$ cat src/rtl/svc_cache_axi_arb.sv
`default_nettype none
`timescale 1ns/1ps
// ============================================================================
//  Module   : svc_cache_axi_arb
//  Purpose  : Shares the single CPU-side port of svc_cache_axi between
//             NUM_PORTS valid/ready requesters, one cache operation at a time.
//  Options  : SVC_CACHE_AXI_ARB_FIXED_PRIO_EN selects fixed priority (lowest
//             port index wins) instead of round-robin.
//  Revision : 1.0 - initial release
// ============================================================================
module svc_cache_axi_arb #(
  parameter int NUM_PORTS  = 2,
  parameter int ADDR_WIDTH = 32,
  parameter int DATA_WIDTH = 32
) (
  input  logic                                 clk,
  input  logic                                 rst_n,
  input  logic [NUM_PORTS-1:0]                 s_ren,
  input  logic [NUM_PORTS-1:0]                 s_wen,
  input  logic [NUM_PORTS*ADDR_WIDTH-1:0]      s_addr,
  input  logic [NUM_PORTS*DATA_WIDTH-1:0]      s_wr_data,
  input  logic [NUM_PORTS*(DATA_WIDTH/8)-1:0]  s_wr_strb,
  output logic [NUM_PORTS-1:0]                 s_ready,
  output logic [DATA_WIDTH-1:0]                s_rd_data,
  output logic [NUM_PORTS-1:0]                 s_rd_valid,
  output logic                                 m_ren,
  output logic                                 m_wen,
  output logic [ADDR_WIDTH-1:0]                m_addr,
  output logic [DATA_WIDTH-1:0]                m_wr_data,
  output logic [DATA_WIDTH/8-1:0]              m_wr_strb,
  input  logic                                 m_ready,
  input  logic [DATA_WIDTH-1:0]                m_rd_data,
  input  logic                                 m_rd_valid
);

  localparam int STRB_WIDTH = DATA_WIDTH / 8;
  localparam int PTR_W      = (NUM_PORTS > 2) ? 2 : 1;

  localparam logic [1:0] ST_IDLE     = 2'd0;
  localparam logic [1:0] ST_ISSUE_RD = 2'd1;
  localparam logic [1:0] ST_RD_WAIT  = 2'd2;
  localparam logic [1:0] ST_HOLD     = 2'd3;

  logic [1:0]            state_q, state_d;
  logic [PTR_W-1:0]      gnt_q;
  logic                  m_ren_q, m_wen_q;
  logic [ADDR_WIDTH-1:0] m_addr_q;
  logic [DATA_WIDTH-1:0] m_wr_data_q;
  logic [STRB_WIDTH-1:0] m_wr_strb_q;
  logic [DATA_WIDTH-1:0] rd_data_q;
  logic [NUM_PORTS-1:0]  rd_valid_q;

  logic [ADDR_WIDTH-1:0] w_addr_arr [NUM_PORTS];
  logic [DATA_WIDTH-1:0] w_data_arr [NUM_PORTS];
  logic [STRB_WIDTH-1:0] w_strb_arr [NUM_PORTS];
  logic [NUM_PORTS-1:0]  w_req;
  logic [PTR_W-1:0]      w_gnt_idx;
  logic                  w_gnt_any;
  logic                  w_grant;
  logic                  w_is_wr;

  for (genvar i = 0; i < NUM_PORTS; i++) begin : g_unpack
    assign w_addr_arr[i] = s_addr[i*ADDR_WIDTH +: ADDR_WIDTH];
    assign w_data_arr[i] = s_wr_data[i*DATA_WIDTH +: DATA_WIDTH];
    assign w_strb_arr[i] = s_wr_strb[i*STRB_WIDTH +: STRB_WIDTH];
  end

  assign w_req = s_ren | s_wen;

`ifdef SVC_CACHE_AXI_ARB_FIXED_PRIO_EN
  always_comb begin
    w_gnt_any = 1'b0;
    w_gnt_idx = '0;
    for (int k = NUM_PORTS - 1; k >= 0; k--) begin
      if (w_req[PTR_W'(k)]) begin
        w_gnt_any = 1'b1;
        w_gnt_idx = PTR_W'(k);
      end
    end
  end
`else
  // rr_q names the first port searched: the one after the last grant
  logic [PTR_W-1:0] rr_q;

  always_comb begin
    int               idx;
    logic [PTR_W-1:0] idx_v;
    w_gnt_any = 1'b0;
    w_gnt_idx = '0;
    idx       = 0;
    idx_v     = '0;
    for (int k = 0; k < NUM_PORTS; k++) begin
      idx = int'(rr_q) + k;
      if (idx >= NUM_PORTS) idx = idx - NUM_PORTS;
      idx_v = PTR_W'(idx);
      if (!w_gnt_any && w_req[idx_v]) begin
        w_gnt_any = 1'b1;
        w_gnt_idx = idx_v;
      end
    end
  end

  always_ff @(posedge clk or negedge rst_n) begin
    if (!rst_n) begin
      rr_q <= '0;
    end else if (w_grant) begin
      if (w_gnt_idx == PTR_W'(NUM_PORTS - 1)) rr_q <= '0;
      else                                    rr_q <= w_gnt_idx + 1'b1;
    end
  end
`endif

  // Gating with rst_n keeps s_ready low while reset is held
  assign w_grant = rst_n && (state_q == ST_IDLE) && m_ready && w_gnt_any;
  assign w_is_wr = s_wen[w_gnt_idx];
  assign s_ready = w_grant ? (NUM_PORTS'(1) << w_gnt_idx) : '0;

  always_comb begin
    state_d = state_q;
    case (state_q)
      ST_IDLE:     if (w_grant) state_d = w_is_wr ? ST_HOLD : ST_ISSUE_RD;
      ST_ISSUE_RD: state_d = ST_RD_WAIT;
      ST_RD_WAIT:  if (m_rd_valid) state_d = ST_HOLD;
      ST_HOLD:     state_d = ST_IDLE;
      default:     state_d = ST_IDLE;
    endcase
  end

  always_ff @(posedge clk or negedge rst_n) begin
    if (!rst_n) begin
      state_q     <= ST_IDLE;
      gnt_q       <= '0;
      m_ren_q     <= 1'b0;
      m_wen_q     <= 1'b0;
      m_addr_q    <= '0;
      m_wr_data_q <= '0;
      m_wr_strb_q <= '0;
      rd_data_q   <= '0;
      rd_valid_q  <= '0;
    end else begin
      state_q    <= state_d;
      m_ren_q    <= w_grant && !w_is_wr;
      m_wen_q    <= w_grant && w_is_wr;
      rd_valid_q <= '0;
      if (w_grant) begin
        gnt_q       <= w_gnt_idx;
        m_addr_q    <= w_addr_arr[w_gnt_idx];
        m_wr_data_q <= w_data_arr[w_gnt_idx];
        m_wr_strb_q <= w_strb_arr[w_gnt_idx];
      end
      if ((state_q == ST_RD_WAIT) && m_rd_valid) begin
        rd_data_q  <= m_rd_data;
        rd_valid_q <= NUM_PORTS'(1) << gnt_q;
      end
    end
  end

  assign m_ren      = m_ren_q;
  assign m_wen      = m_wen_q;
  assign m_addr     = m_addr_q;
  assign m_wr_data  = m_wr_data_q;
  assign m_wr_strb  = m_wr_strb_q;
  assign s_rd_data  = rd_data_q;
  assign s_rd_valid = rd_valid_q;

`ifndef SYNTHESIS
  // A port must never raise read and write together; the arbiter would issue the write
  a_no_rd_and_wr: assert property (@(posedge clk) disable iff (!rst_n) ((s_ren & s_wen) == '0));
`endif

endmodule
`default_nettype wire

$ cat config.mk
export PLATFORM = sky130hd
export DESIGN_NAME = svc_cache_axi_arb
export DESIGN_NICKNAME = d
export VERILOG_FILES = /design/src/rtl/svc_cache_axi_arb.sv
export SDC_FILE = /design/constraint.sdc
export NUM_CORES = 1
export LEC_CHECK = 0
export ABC_CLOCK_PERIOD_IN_PS = 1900
export BUFFER_PORTS_ARGS = -buffer_cell sky130_fd_sc_hd__buf_2
export CELL_PAD_IN_SITES_DETAIL_PLACEMENT = 1
export CELL_PAD_IN_SITES_GLOBAL_PLACEMENT = 2
export CORE_ASPECT_RATIO = 0.5
export CORE_MARGIN = 4
export CORE_UTILIZATION = 26
export CTS_CLUSTER_SIZE = 16
export DETAILED_ROUTE_END_ITERATION = 10
export PLACE_DENSITY = 0.85
export SLEW_MARGIN = 0
export SYNTH_ARGS = -nofsm -noshare
export SYNTH_HDL_FRONTEND = slang
export SYNTH_SLANG_ARGS = --single-unit
$ cat constraint.sdc
create_clock -name clk -period 1.9 [get_ports clk]
set_input_delay 0.095 -clock clk [delete_from_list [all_inputs] [get_ports clk]]
set_output_delay 0.095 -clock clk [all_outputs]
set_load 0.01 [all_outputs]
# Yosys cells after proc, flatten, opt, wreduce, memory -nomap -nowiden
# Index checks and enable logic that the tools add are counted.
dict set report totals {
  out_inout_bits 106
  word_cells 68
  ff_bits 108
}
dict set report op_classes {
  mux 28
  shift 2
  n_addsub 4
  n_bitwise 2
  n_eq_ne 5
  order_cmp 6
  reduce_logical 11
}
# operator count
set op_table {}
lappend op_table {{32-bit 2-to-1 mux} 6}
lappend op_table {{1-bit 2-to-1 mux} 13}
lappend op_table {{4-bit 2-to-1 mux} 3}
lappend op_table {{2-bit 2-to-1 mux} 5}
lappend op_table {{2-bit case mux with 4 select lines} 1}
lappend op_table {{1-bit logical AND} 7}
lappend op_table {{1-bit by 2-bit less-than comparator with 1-bit output, second input constant} 3}
lappend op_table {{2-bit equality test, second input constant} 2}
lappend op_table {{2-bit >= comparator, second input constant} 2}
lappend op_table {{2-bit != test, second input constant} 2}
lappend op_table {{1-bit by 1-bit << shifter with 2-bit output, first input constant} 2}
lappend op_table {{1-bit by 1-bit adder with 2-bit output, second input constant} 1}
lappend op_table {{2-bit by 1-bit equality test with 1-bit output, second input constant} 1}
lappend op_table {{1-bit by 2-bit >= comparator with 1-bit output, second input constant} 1}
lappend op_table {{1-bit logical NOT} 2}
lappend op_table {{2-bit logical NOT} 1}
lappend op_table {{1-bit NOT with 2-bit output} 1}
lappend op_table {{2-bit bitwise OR} 1}
lappend op_table {{2-bit AND reduction} 1}
lappend op_table {{1-bit subtractor, second input constant} 2}
lappend op_table {{1-bit adder, second input constant} 1}

# Longest topological paths before layout
dict set report logic_depth {
  word_depth 13
  mapped_depth 8
  mapped_depth_nobuf 6
}

# Least setup slack after synthesis
# Ideal clock, no wire load.
dict set report synth_path {
  path_kind {register -> register}
  from {register state_q[0]}
  to {register m_wr_data_q[12], in the netlist m_wr_data[12]}
  slack_ns 0.246
  arrival_time_ns 1.536
  synth_period_minus_slack_ns 1.654
  stages_incl_launch_ff 9
  required_ns 1.782
  path_cell_list {dfrtp_1 > inv_1 > ha_1 > nand3_2 > or2_1 > buf_6 > buf_8 > a22o_1 > a21o_1}
}
dict set report synth_between {
  elab_chain_cells 4
}
# item line_no
set synth_lines {}
lappend synth_lines {{start: declaration} 44} ;# logic [1:0] state_q, state_d;
lappend synth_lines {{start signal: assignment} 141} ;# state_q <= state_d;
lappend synth_lines {{2-bit logical NOT} 114} ;# assign w_grant = rst_n && (state_q == ST_IDLE) && m_ready && w_gnt_any;
lappend synth_lines {{1-bit logical AND (3 in a row)} 114}
lappend synth_lines {{end signal: assignment} 148} ;# m_wr_data_q <= w_data_arr[w_gnt_idx];
lappend synth_lines {{end: declaration} 48} ;# logic [DATA_WIDTH-1:0] m_wr_data_q;
# Every way passes these cells.
# A chain may end at the register's enable or synchronous reset.

# Worst setup path in the final report
dict set report layout_path {
  from {register state_q[0]}
  to {output port s_ready[0]}
}
dict set report layout_between {
  elab_chain_cells 5
}
# item line_no
set layout_lines {}
lappend layout_lines {{2-bit logical NOT} 114}
lappend layout_lines {{1-bit logical AND (3 in a row)} 114}
lappend layout_lines {{2-bit 2-to-1 mux} 116} ;# assign s_ready = w_grant ? (NUM_PORTS'(1) << w_gnt_idx) : '0;
lappend layout_lines {{end: declaration} 23} ;# output logic [NUM_PORTS-1:0] s_ready,
# Every way passes these cells.

==> flow_summary_export.csv <==
group,metric,value,unit
grt,largest_net_degree_at_the_start_of_global_routing,109,
grt,globalRouteTotalUtil,17.86,%
floorplan,ioPinCount,282,
grt,antenna_found_initial,2,
timing,fin_crit_sh,97.06,%
critical_path,cp.required,1800,ps
synth,net_count_synth,510,
critical_path,timing.setup.critical_path_class,"reg2out",
route,drc_errors,0,
timing,timing.fmax,542.2,MHz
floorplan,rows,33,
clocking,cts_num_sinks,108,
timing,hold_violations,0,
synth,seq_area_frac_synth,59.05,%
synth,total_of_warnings_raised_by_yosys,0,
critical_path,worstReg2RegEnd,"m_wr_data[13]",
pwr,irDropWorstVdd,0.5707,mV
floorplan,fp.coreArea,16800,um^2
synth,synth.lib_cells_used.distinct,24,
run_status,outcome,"complete, no violations",
worst_hold_path,worstHoldEndpoint,"s_rd_valid[1]",
final_layout,layout-drive-gt1-share,44.75,%
timing,finalSetupViolCount,0,
synth,syn-cell-area,4577,um^2
critical_path,regToRegStartpoint,"state_q[0]",
critical_path,worstRegToRegCells,9,
clocking,numCtsBuffers,9,
timing,slew_viols_final,0,
synth,ys_seq_elements,108,
floorplan,die_height,101.8,um
clocking,cts_tree,"built",
pwr,leakage,0.004349,uW
final_layout,layout.nets,898,
grt,vias_in_the_first_global_route,5110,
synth,post_synth_inst_count,331,
clocking,clk_root_buffer_cell,"sky130_fd_sc_hd__clkbuf_16",
synth,synthesis.area_per_instance,13.83,um^2
grt,globalRouteOverflowTotal,0,
grt,grt_first_pass_wirelength,28150,um
synth,synth-edff-count,0,
route,via_count,4501,
route,totalWireLength,18670,um
route,drtIter0Drc,256,
placed_design,numPortBuffers,281,
floorplan,die_width,195.6,um
pwr,power_per_cell_area,1341,nW/um^2
route,firstDrtPassIters,4,
synth,flip_flop_cell_with_the_highest_count_after_synthesis,"sky130_fd_sc_hd__dfrtp_1",
placed_design,detailedPlacementHpwl,11960,um
flow_run,max-cap-violations,0,
timing,worst_slew_margin_rel,59.92,%
clocking,clk_path_buf_depth,2,
timing,fin_skew,8.075,ps
critical_path,worst-r2r-setup-slack,130,ps
timing,setup_tns,0,ps
critical_path,crit_arrival,1750,ps
route,vias_per_cell,4.713,
floorplan,floorplan.initialDensity,27.24,%
route,antenna_left,0,
route,wire_per_inst,19.55,um
critical_path,worstSetupEndpointType,"primary output",
critical_path,element_type_at_the_critical_path_start,"flop",
clocking,clock_tree.htree_level_count,3,
final_layout,layout-area-overhead-vs-synth,67.80,%
critical_path,critPathMaxFanout,6,
worst_hold_path,whs_path_depth,2,
timing,layout_min_cycle_time,1844,ps
placed_design,gp_congestion,0.7683,
clocking,clock_insertion_delay_worst_skew,350,ps
floorplan,dieArea,19920,um^2
timing,final_critical_path_setup_slack,55.82,ps
placed_design,preCtsSetupSlack,112.5,ps
clocking,clkTransAtPathRegs,80,ps
worst_hold_path,worstHoldStart,"m_rd_valid",
timing,worstMarginPinSlew,601.2,ps
worst_hold_path,hold_class,"in2reg",
synth,async_flop_share,100.0,%
[final cells by class]
| class | instances | area [um^2] |
|---|---|---|
| antenna | 4 | 10.01 |
| fill | 1873 | 9125 |
| sequential | 108 | 2703 |
| clock buffer | 9 | 225.2 |
| clock inverter | 7 | 62.56 |
| multi-input combinational | 194 | 1687 |
| inverter | 4 | 15.01 |
| timing repair buffer | 402 | 2694 |
| tap | 227 | 284.0 |
[layout by cell type (no fill, tap or decap), types with 3 or more instances in the layout]
cell type | netlist | routed
sky130_fd_sc_hd__a22o_1 | 68 | 68
sky130_fd_sc_hd__dlygate4sd3_1 | 0 | 101
sky130_fd_sc_hd__nor2_1 | 4 | 3
sky130_fd_sc_hd__dfrtp_1 | 108 | 108
sky130_fd_sc_hd__a21o_1 | 70 | 70
sky130_fd_sc_hd__buf_2 | 15 | 280
sky130_fd_sc_hd__clkbuf_16 | 0 | 10
sky130_fd_sc_hd__buf_12 | 0 | 6
sky130_fd_sc_hd__buf_4 | 0 | 10
sky130_fd_sc_hd__mux2_1 | 32 | 32
sky130_fd_sc_hd__buf_6 | 1 | 3
sky130_fd_sc_hd__diode_2 | 0 | 4
[power by group]
group | total (uW) | switching [uW] | internal, uW
clock | 1860 | 951 | 913
sequential | 3960 | 599 | 3360
combinational | 4470 | 2110 | 2360
[cells in the mapped netlist (2+ instances only)]
master	n	area share, %
sky130_fd_sc_hd__dfrtp_1	108	59
sky130_fd_sc_hd__a21o_1	70	11
sky130_fd_sc_hd__a22o_1	68	13
sky130_fd_sc_hd__mux2_1	32	7.9
sky130_fd_sc_hd__buf_2	15	1.6
sky130_fd_sc_hd__buf_8	7	2.3
sky130_fd_sc_hd__inv_1	4	0.33
sky130_fd_sc_hd__nor2_1	4	0.33
sky130_fd_sc_hd__ha_1	3	0.82
sky130_fd_sc_hd__clkbuf_1	2	0.16
sky130_fd_sc_hd__mux2i_1	2	0.44
sky130_fd_sc_hd__nand2_1	2	0.16
sky130_fd_sc_hd__o21a_1	2	0.33
sky130_fd_sc_hd__o32a_1	2	0.44
[kinds of logic after synthesis]
group	after synthesis	synth area share, %
AO/OA/AOI/OAI	145	25.67
flip-flops	108	59.05
multiplexers	34	8.311
buffers and inverters	29	4.675
AND/OR/NAND/NOR	12	1.477
adder cells (fa/ha/maj)	3	0.8202
[worst max-delay path: stages, from the launching register on]
cell and delay (ps):
sky130_fd_sc_hd__dfrtp_1 400, sky130_fd_sc_hd__inv_2 90, sky130_fd_sc_hd__ha_4 140, sky130_fd_sc_hd__nand3_2 70
sky130_fd_sc_hd__buf_4 160, sky130_fd_sc_hd__nor3_4 250, sky130_fd_sc_hd__buf_12 160, sky130_fd_sc_hd__buf_2 140
[metal layers]
metal	track usage (%)	vias to the layer above	routed length, um
met2	35.51	140	10470
met5	0	-	0
li1	-	2018	-
met4	7.721	0	731
met1	18.47	2293	6848
met3	3.755	50	627
[sequential cells by signal, indices dropped and copies added, names as in the netlist, 2 cells and up]
register	flops
m_addr	32
s_rd_valid	2
m_wr_data	32
state_q	2
m_wr_strb	4
s_rd_data	32
[stage by stage]
stage | std cells | hold WS (ps) | utilization (%) | instance area [um^2] | power (uW)
after detailed placement | 825 | 280.4 | 37.15 | 6242 | 8112
after global routing | 953 | 1.748 | 45.67 | 7675 | 10940
after floorplan | 331 | -200.6 | - | 4577 | 6295
after CTS | 944 | 1.669 | 45.13 | 7585 | 10240
final | 955 | 12.85 | 45.70 | 7680 | 10300
after global placement | 825 | 285.0 | 37.15 | 6242 | 7952
[worst max path at each step]
stage | start | to | slack, ps | depth (start not counted)
6_report | state_q[0] | s_ready[0] | 60 | 7
5_1_grt | state_q[0] | s_ready[0] | -60 | 7
4_1_cts | state_q[1] | s_ready[0] | -10 | 7
3_5_place_dp | state_q[1] | m_wr_data[5] | 110 | 7
3_3_place_gp | state_q[0] | m_addr[7] | 140 | 7
2_1_floorplan | state_q[0] | m_wr_data[12] | 250 | 8
[repair_timing]
item / 4_1_cts / 5_1_grt
gates resized for setup: 1 / 7
hold endpoints to repair: 208 / 0
hold buffers: 101 / 0
pin swaps: 1 / 1
buffers inserted: 1 / 6
setup endpoints to repair: 2 / 32
cloned: 1 / 1
Power figures use the tool's default switching activity.
